===== config.mk =====
export PLATFORM = sky130hd
export DESIGN_NAME = ins_mem_loader
export DESIGN_NICKNAME = d
export VERILOG_FILES = /design/src/rtl/imem_pkg.sv /design/src/rtl/word_assembler.sv /design/src/rtl/ins_mem_loader.sv
export SDC_FILE = /design/constraint.sdc
export NUM_CORES = 1
export LEC_CHECK = 0
export CELL_PAD_IN_SITES_DETAIL_PLACEMENT = 0
export CELL_PAD_IN_SITES_GLOBAL_PLACEMENT = 1
export CORE_UTILIZATION = 39
export CTS_BUF_LIST = sky130_fd_sc_hd__clkbuf_4 sky130_fd_sc_hd__clkbuf_8
export DETAILED_ROUTE_END_ITERATION = 10
export PLACE_DENSITY = 0.76
export SETUP_SLACK_MARGIN = 0.3
export SLEW_MARGIN = 20
export SYNTH_ARGS = -nofsm -noshare
export SYNTH_HDL_FRONTEND = slang
export SYNTH_SLANG_ARGS = --single-unit

===== constraint.sdc =====
create_clock -name clk -period 3.05 [get_ports clk]
set_clock_uncertainty 0.2 [all_clocks]
set_input_delay 0.915 -clock clk [delete_from_list [all_inputs] [get_ports clk]]
set_output_delay 0.915 -clock clk [all_outputs]
set_load 0.05 [all_outputs]

===== src/rtl/imem_pkg.sv =====
// Shared constants and loader state encoding for the instruction-memory
// write path.
package imem_pkg;

  localparam int IMEM_ADDR_W = 8;
  localparam int IMEM_DEPTH  = 256;
  localparam int WORD_BYTES  = 4;

  typedef enum logic [1:0] {
    IDLE,
    COLLECT,
    WRITE,
    DONE
  } load_state_t;

endpackage


===== src/rtl/word_assembler.sv =====
// Packs a little-endian byte stream into 32-bit words; byte k fills
// lane k, and the finished word is latched on the last lane.
module word_assembler
  import imem_pkg::*;
(
  input  logic        clk,
  input  logic        reset,
  input  logic        clear,
  input  logic        accept,
  input  logic [7:0]  byte_data,
  output logic [31:0] word,
  output logic        complete
);

  localparam int CW = $clog2(WORD_BYTES);

  logic [CW-1:0]           byte_cnt;
  logic [8*WORD_BYTES-1:0] lanes;
  logic [8*WORD_BYTES-1:0] merged;

  always_comb begin
    merged = lanes;
    merged[int'(byte_cnt)*8 +: 8] = byte_data;
  end

  assign complete = accept && (byte_cnt == CW'(WORD_BYTES - 1));

  always_ff @(posedge clk or posedge reset) begin
    if (reset) begin
      byte_cnt <= '0;
      lanes    <= '0;
      word     <= '0;
    end else if (clear) begin
      byte_cnt <= '0;
    end else if (accept) begin
      lanes    <= merged;
      byte_cnt <= byte_cnt + CW'(1);
      // Published word only changes on completion so it stays stable
      // while the next word is being collected.
      if (complete) begin
        word <= merged;
      end
    end
  end

endmodule


===== src/rtl/ins_mem_loader.sv =====
// Streams bytes into instruction-memory words, holding the core in reset
// until the load finishes or aborts.
module ins_mem_loader
  import imem_pkg::*;
#(
  parameter int ADDR_W         = IMEM_ADDR_W,
  parameter int MAX_WORDS      = IMEM_DEPTH / WORD_BYTES,
  parameter int TIMEOUT_CYCLES = 1024
) (
  input  logic              clk,
  input  logic              reset,
  input  logic              start,
  input  logic [6:0]        num_words,
  input  logic              byte_valid,
  input  logic [7:0]        byte_data,
  output logic              byte_ready,
  output logic              wr_en,
  output logic [ADDR_W-1:0] wr_addr,
  output logic [31:0]       wr_data,
  output logic              busy,
  output logic              cpu_hold,
  output logic              done,
  output logic              error
);

  localparam int TW = $clog2(TIMEOUT_CYCLES);

  load_state_t state;
  load_state_t nxt;

  logic [6:0]    n_words;
  logic [6:0]    word_idx;
  logic [TW-1:0] idle_cnt;
  logic          error_q;

  logic accept;
  logic launch;
  logic bad_count;
  logic timeout;
  logic last_word;
  logic complete;

  assign accept    = (state == COLLECT) && byte_valid;
  assign launch    = (state == IDLE) && start;
  assign bad_count = num_words > 7'(MAX_WORDS);
  assign last_word = (word_idx + 7'd1) == n_words;
  assign timeout   = (state == COLLECT) && !byte_valid &&
                     (idle_cnt == TW'(TIMEOUT_CYCLES - 1));

  word_assembler u_asm (
    .clk       (clk),
    .reset     (reset),
    .clear     (launch || timeout),
    .accept    (accept),
    .byte_data (byte_data),
    .word      (wr_data),
    .complete  (complete)
  );

  always_comb begin
    nxt = state;
    unique case (state)
      IDLE: begin
        if (start) begin
          if (num_words == 7'd0 || bad_count) begin
            nxt = DONE;
          end else begin
            nxt = COLLECT;
          end
        end
      end
      COLLECT: begin
        if (complete) begin
          nxt = WRITE;
        end else if (timeout) begin
          nxt = DONE;
        end
      end
      WRITE: begin
        nxt = last_word ? DONE : COLLECT;
      end
      DONE: begin
        nxt = IDLE;
      end
    endcase
  end

  always_ff @(posedge clk or posedge reset) begin
    if (reset) begin
      state    <= IDLE;
      n_words  <= '0;
      word_idx <= '0;
      idle_cnt <= '0;
      error_q  <= 1'b0;
    end else begin
      state <= nxt;
      if (launch) begin
        n_words  <= num_words;
        word_idx <= '0;
        error_q  <= bad_count;
      end
      if (state == WRITE) begin
        word_idx <= word_idx + 7'd1;
      end
      if (timeout) begin
        error_q <= 1'b1;
      end
      // Idle gap is measured only while waiting for bytes.
      if (state != COLLECT || byte_valid) begin
        idle_cnt <= '0;
      end else begin
        idle_cnt <= idle_cnt + TW'(1);
      end
    end
  end

  assign byte_ready = (state == COLLECT);
  assign wr_en      = (state == WRITE);
  assign wr_addr    = ADDR_W'({word_idx, 2'b00});
  assign busy       = (state == COLLECT) || (state == WRITE);
  assign cpu_hold   = busy;
  assign done       = (state == DONE);
  assign error      = error_q;

endmodule


==> out/results.tsv, run 1 <==
metric	value	unit
p_int	0.002409	W
hold_path_end	u_asm.word[30]$_DFFE_PP0P_	
async_reset_ff_frac	1.000	
antenna_left	0	
yosysUniqueCellTypes	42	
stdcell_count	578	
cts_setup_buffers	0	
swShare	0.3992	
grt_remaining_overflow	0	
cts_tree	done	
row_count	36	
critical_path.cell_chain	clkdlybuf4s50_1	
ys.flop_type	dfrtp_1	
fin_crit_sh	0.8700	
r2r_cells	6	
clock_sink_count	85	
worstSetupPathType	reg -> out	
syn_to_final_growth	22.11	%
synthTopCellsByCount	dfrtp_1 (85), nand2_1 (45), a21oi_1 (32), a22o_1 (32)	
pwr-share-clk	0.197	
drt_iter0_markers	88	
slowest_delay	810	ps
yosysTopAreaCell	dfrtp_1	
dp_cells	562	
nets	471	
pin_count	65	
drcViolationCount	0	
tns	0	ps
p_comb_frac	0.421	
worst_ep_arrival_time	1540	ps
hold_viol	0	
slew_headroom	0.6413	
core_region_area	0.009955	mm2
cp-start-kind	flip-flop	
dieArea	0.01083	mm2
portBuffers	62	
wl	8188	um
synthCells	388	
cellPowerDensity	808.2	mW/mm2
ys_seq_elements	85	
post-route-util	0.4985	
wl_per_cell	14.17	um
slew_viol_final	0	
r2r_end	u_asm.lanes[2]$_DFFE_PP0P_	
die_h	104.1	um
num_vias	2890	
yosys_warnings	0	
hold_path.startpoint	u_asm.word[30]$_DFFE_PP0P_	
initial_utilization	0.4082	
holdPathStages	2	
diodes	0	
status	completed	
rsz0062_at_grt	false	
max_freq	0.3769	GHz
viasPerCell	5.000	
grt_antenna_before_repair	0	
p_leak	2.181	nW
yosysMostFrequentCell	dfrtp_1	
worstSkewPairLatency	350	ps
critPathBufInv	1	
critPathSlowestCell	clkdlybuf4s50_1	
cp_top_family	buffers and inverters	
p_seq_frac	0.382	
drv_cap	0	
ys_seq_area_frac	0.5234	
syn_area	0.004064	mm2
clockBufferDepth	2	
synth.avg_cell_area	10.47	um2
cp.required	1930	ps
die_width	104.1	um
crit_path_end_kind	output pin	
synth_edf_count	0	
drtPass1Iterations	4	
numCtsBuffers	9	
htreeDepth	3	
min_path_type	reg -> reg	
r2r_setup_slack	750	ps
clk_pin_slew	90	ps
grt_pass1_vias	2759	
cp_max_fo	2	
grt_usage	0.1636	
regToRegStartpoint	u_asm.byte_cnt[0]$_DFFE_PP0P_	
tightestPinTransition	536.3	ps
grt_first_pass_wirelength	13960	um
setup_viol	0	
ir_drop	555.2	uV
p_sw	0.001601	W
cts_root_buf	clkbuf_8	
grt_max_degree	86	
final_layout_size_suffix_gt1_frac	0.1079	
fin_crit	2653	ps
netlist.area_leader.share	0.5234	
hpwlAfterDp	5675	um
gp_congestion	0.7290	
synth_area_leaders	dfrtp_1 (52%), a22o_1 (6.9%), nand2_1 (4.2%), a21oi_1 (3.9%), ha_1 (3.7%)	
-- cell usage in the layout (no fill, tap or decap), types with 2 or more instances in the layout --
master	instances
nor2_1	10
inv_6	2
mux2_2	8
inv_1	5
nor2b_1	24
clkdlybuf4s50_1	51
clkinvlp_4	3
o21ai_1	24
xnor2_1	13
buf_4	11
dfrtp_1	85
xor2_1	9
a22o_1	32
clkinv_2	2
conb_1	2
o21ai_0	6
a21oi_1	32
and3_1	3
and2_1	5
nor3_2	2
nand3_1	12
and2b_1	4
dlygate4sd2_1	6
clkbuf_8	9
o22ai_1	2
nand2_1	45
ha_1	12
nand4_1	5
buf_12	2
-- power groups by stage --
stage / sequential (W) / clock [W] / combinational [W]
3_3_place_gp: 0.00155 / 0 / 0.00170
4_1_cts: 0.00153 / 0.000822 / 0.00171
3_5_place_dp: 0.00155 / 0 / 0.00172
2_1_floorplan: 0.00169 / 0 / 0.00115
5_1_grt: 0.00157 / 0.000868 / 0.00184
6_report: 0.00153 / 0.000791 / 0.00169
-- worst max path at each step --
stage,start,to,depth (start not counted)
floorplan,state[1]$_DFFE_PP0P_,cpu_hold,3
global placement,num_words[2],state[1]$_DFFE_PP0P_,6
detailed placement,num_words[2],state[1]$_DFFE_PP0P_,6
CTS,word_idx[1]$_DFFE_PP0P_,wr_addr[3],1
global route,u_asm.word[16]$_DFFE_PP0P_,wr_data[16],1
finish,u_asm.word[14]$_DFFE_PP0P_,wr_data[14],1
-- registers in the layout, indices dropped and copies added, names as in the netlist --
name and flops:
u_asm.word 32, error 1, word_idx 7, state 2, idle_cnt 10, u_asm.lanes 24, u_asm.byte_cnt 2, n_words 7
-- stage by stage --
| step | setup slack [ps] | power, W | cell area [um2] | hold WS, ps |
|---|---|---|---|---|
| floorplan | 631.1 | 0.002838 | 4071 | 258.2 |
| global placement | 293.6 | 0.003252 | 4771 | 264.2 |
| detailed placement | 275.9 | 0.003272 | 4771 | 263.7 |
| CTS | 326.7 | 0.004062 | 4960 | 285.1 |
| global route | 346.8 | 0.004273 | 4962 | 312.5 |
| finish | 396.5 | 0.004010 | 4962 | 277.4 |
-- worst min-delay path, delay by kind of cell (launching register included) --
kind,cells,cell delay (ps)
flip-flops,1,350
AND/OR/NAND/NOR,2,100
-- cell type report --
cell class | count | area, um2
flip-flops and latches | 85 | 2127
inverters | 7 | 30.03
repair buffers | 71 | 698.2
multi-input cells | 266 | 1744
fillers | 922 | 4992
clock buffers | 9 | 123.9
well taps | 133 | 166.4
clock inverters | 7 | 72.57
-- cell families after synthesis --
kind of cell	synth area share
simple gates	0.1601
compound gates	0.1583
flops	0.5234
buf+inv	0.04834
xor+xnor	0.04742
fa+ha+maj	0.03694
mux	0.02463
other cells	0.0009228
-- routing by layer --
layer,routed length [um],track usage,up-vias
met5,0,0,-
met4,131,0.06735,0
met3,287,0.02632,10
met2,3620,0.2424,72
met1,4149,0.2375,1375
li1,-,-,1433
-- repair_timing --
item / 4_1_cts / 5_1_grt
hold endpoints to repair: 0 / 0
gates resized for setup: 6 / 1
hold buffers: 0 / 0
setup endpoints to repair: 6 / 1
Note: power is estimated with default switching activity, not from simulation.
==> run 2: changes to the inputs <==
- SETUP_SLACK_MARGIN: 0.3 -> 0.4
==> run 2 against run 1 <==
  * Setup slack better by 39 ps
  * Sequential share of layout area is 0.27 points lower
  * Final area is 0.63% higher
  * Global-route usage stayed put
  * Flip-flop and latch count stayed put
  * First-iteration DRC count is 2.3% higher
  * Critical path type unchanged
  * Highest routed layer unchanged
==> out/results.tsv, run 2 (synthesis gave the netlist of run 1 again) <==
metric	value	unit
slew_headroom	0.6471	
cp-start-kind	flip-flop	
drv_cap	0	
wl_per_cell	14.32	um
final_common_cell	dfrtp_1	
regMostFlops	u_asm.word	
tns	0	ps
grt_first_pass_wirelength	13960	um
drt_iter0_markers	90	
placed_area	0.004771	mm2
hpwlAfterDp	5675	um
worstSkewPairLatency	350	ps
drcViolationCount	0	
cp.required	1930	ps
row_count	36	
fin_crit	2615	ps
drtPass1Iterations	4	
critPathBufInv	1	
worstSetupPathType	reg -> out	
fin_hold_ws	272.6	ps
reg.largest.list	u_asm.word: 32 flops, u_asm.lanes: 24 flops, idle_cnt: 10 flops	
crit_path_end_kind	output pin	
min_path_type	reg -> reg	
grt_pass1_vias	2759	
portBuffers	62	
rsz0062_at_grt	false	
critical_path.cell_chain	clkdlybuf4s50_1	
htreeDepth	3	
grt_max_degree	86	
multi_input_area	0.001747	mm2
status	completed	
cellPowerDensity	800.2	mW/mm2
slowest_delay	800	ps
initial_utilization	0.4082	
grt_remaining_overflow	0	
p_leak	2.576	nW
cts_tree	done	
pin_count	65	
largest_register_ffs	32	
wl_met1	4173	um
clk_pin_slew	90	ps
slew_viol_final	0	
fin_crit_sh	0.8574	
cp_max_fo	2	
num_vias	2886	
viasPerCell	4.993	
clockBufferDepth	2	
cp_top_family	buffers and inverters	
setup_viol	0	
diodes	0	
max_freq	0.3824	GHz
grt_antenna_before_repair	0	
die_width	104.1	um
final_layout_size_suffix_gt1_frac	0.1101	
numCtsBuffers	9	
fillers	916	
syn_to_final_growth	22.88	%
grt_usage	0.1636	
layout_setup_ws	435.0	ps
finish.instance_area	0.004994	mm2
nets	471	
routed-wl-met3	312	um
tightestPinTransition	531.4	ps
top_layer	met4	
cts_root_buf	clkbuf_8	
hold_viol	0	
final_cell_mix	dfrtp_1 (85), nand2_1 (45), a21oi_1 (32), a22o_1 (32)	
clock_sink_count	85	
ir_drop	562.0	uV
critPathSlowestCell	clkdlybuf4s50_1	
core_region_area	0.009955	mm2
die_h	104.1	um
dieArea	0.01083	mm2
pre_cts_ws	275.9	ps
met2_length	3657	um
antenna_left	0	
wl	8276	um
cts_setup_buffers	0	
gp_congestion	0.7290	
regArea	0.002127	mm2
worst_ep_arrival_time	1500	ps
[run 2: changes by cell type in the layout (fill, tap and decap cells not counted), sizes merged]
| cell | delta |
|---|---|
| clkdlybuf4s50 | -32 |
| dlygate4sd2 | +13 |
| clkdlybuf4s15 | +1 |
| dlymetal6s2s | +18 |
[run 2: power by group]
group	leakage (nW)	total (W)	internal, W	switching, W
Clock	0.0960	0.000792	0.000381	0.000411
Sequential	1.15	0.00153	0.00136	0.000173
Combinational	1.33	0.00167	0.000656	0.00102
[run 2: path summary, 6_finish.rpt]
kind                            depth (start not counted)  slack (ps)                          start                           to
worst max-delay path                                    1         440      u_asm.word[2]$_DFFE_PP0P_                   wr_data[2]
worst min-delay path                                    2         270     u_asm.word[30]$_DFFE_PP0P_   u_asm.word[30]$_DFFE_PP0P_
worst max register to register                          6         740  u_asm.byte_cnt[0]$_DFFE_PP0P_   u_asm.lanes[3]$_DFFE_PP0P_
worst min register to register                          2         270     u_asm.word[30]$_DFFE_PP0P_   u_asm.word[30]$_DFFE_PP0P_
max in group asynchronous                               3        1470                          reset  u_asm.lanes[18]$_DFFE_PP0P_
min in group asynchronous                               3         810                          reset  u_asm.lanes[22]$_DFFE_PP0P_
[run 2: repair_timing]
action | CTS | global route
gates resized for setup | 20 | 21
endpoints found under the setup margin | 20 | 21
hold buffers | 0 | 0
[run 2: cell type report]
type                    instances  share of cell area
clock buffers                   9             0.02481
clock inverters                 7             0.01453
inverters                       7            0.006014
multi-input cells             266              0.3498
flip-flops and latches         85              0.4260
well taps                     133             0.03333
repair buffers                 71              0.1456
[run 2: through the flow]
| stage | power [W] | utilization | std cells |
|---|---|---|---|
| finish | 0.003996 | 0.5016 | 578 |
| global placement | 0.003252 | 0.4793 | 562 |
| CTS | 0.004044 | 0.4965 | 578 |
| detailed placement | 0.003272 | 0.4793 | 562 |
| floorplan | 0.002838 | - | 389 |
| global route | 0.004256 | 0.5016 | 578 |
[run 2: routing by layer]
metal / vias up / track usage
met1: 1367 / 0.2375
li1: 1440 / -
met3: 10 / 0.02632
met2: 69 / 0.2424
met4: 0 / 0.06735
met5: - / 0
==> run 3: changes to the inputs <==
- CTS_CLUSTER_SIZE: default -> 8
==> results of run 3 <==
No change in the layout: final DEF, timing and power equal those of run 2.
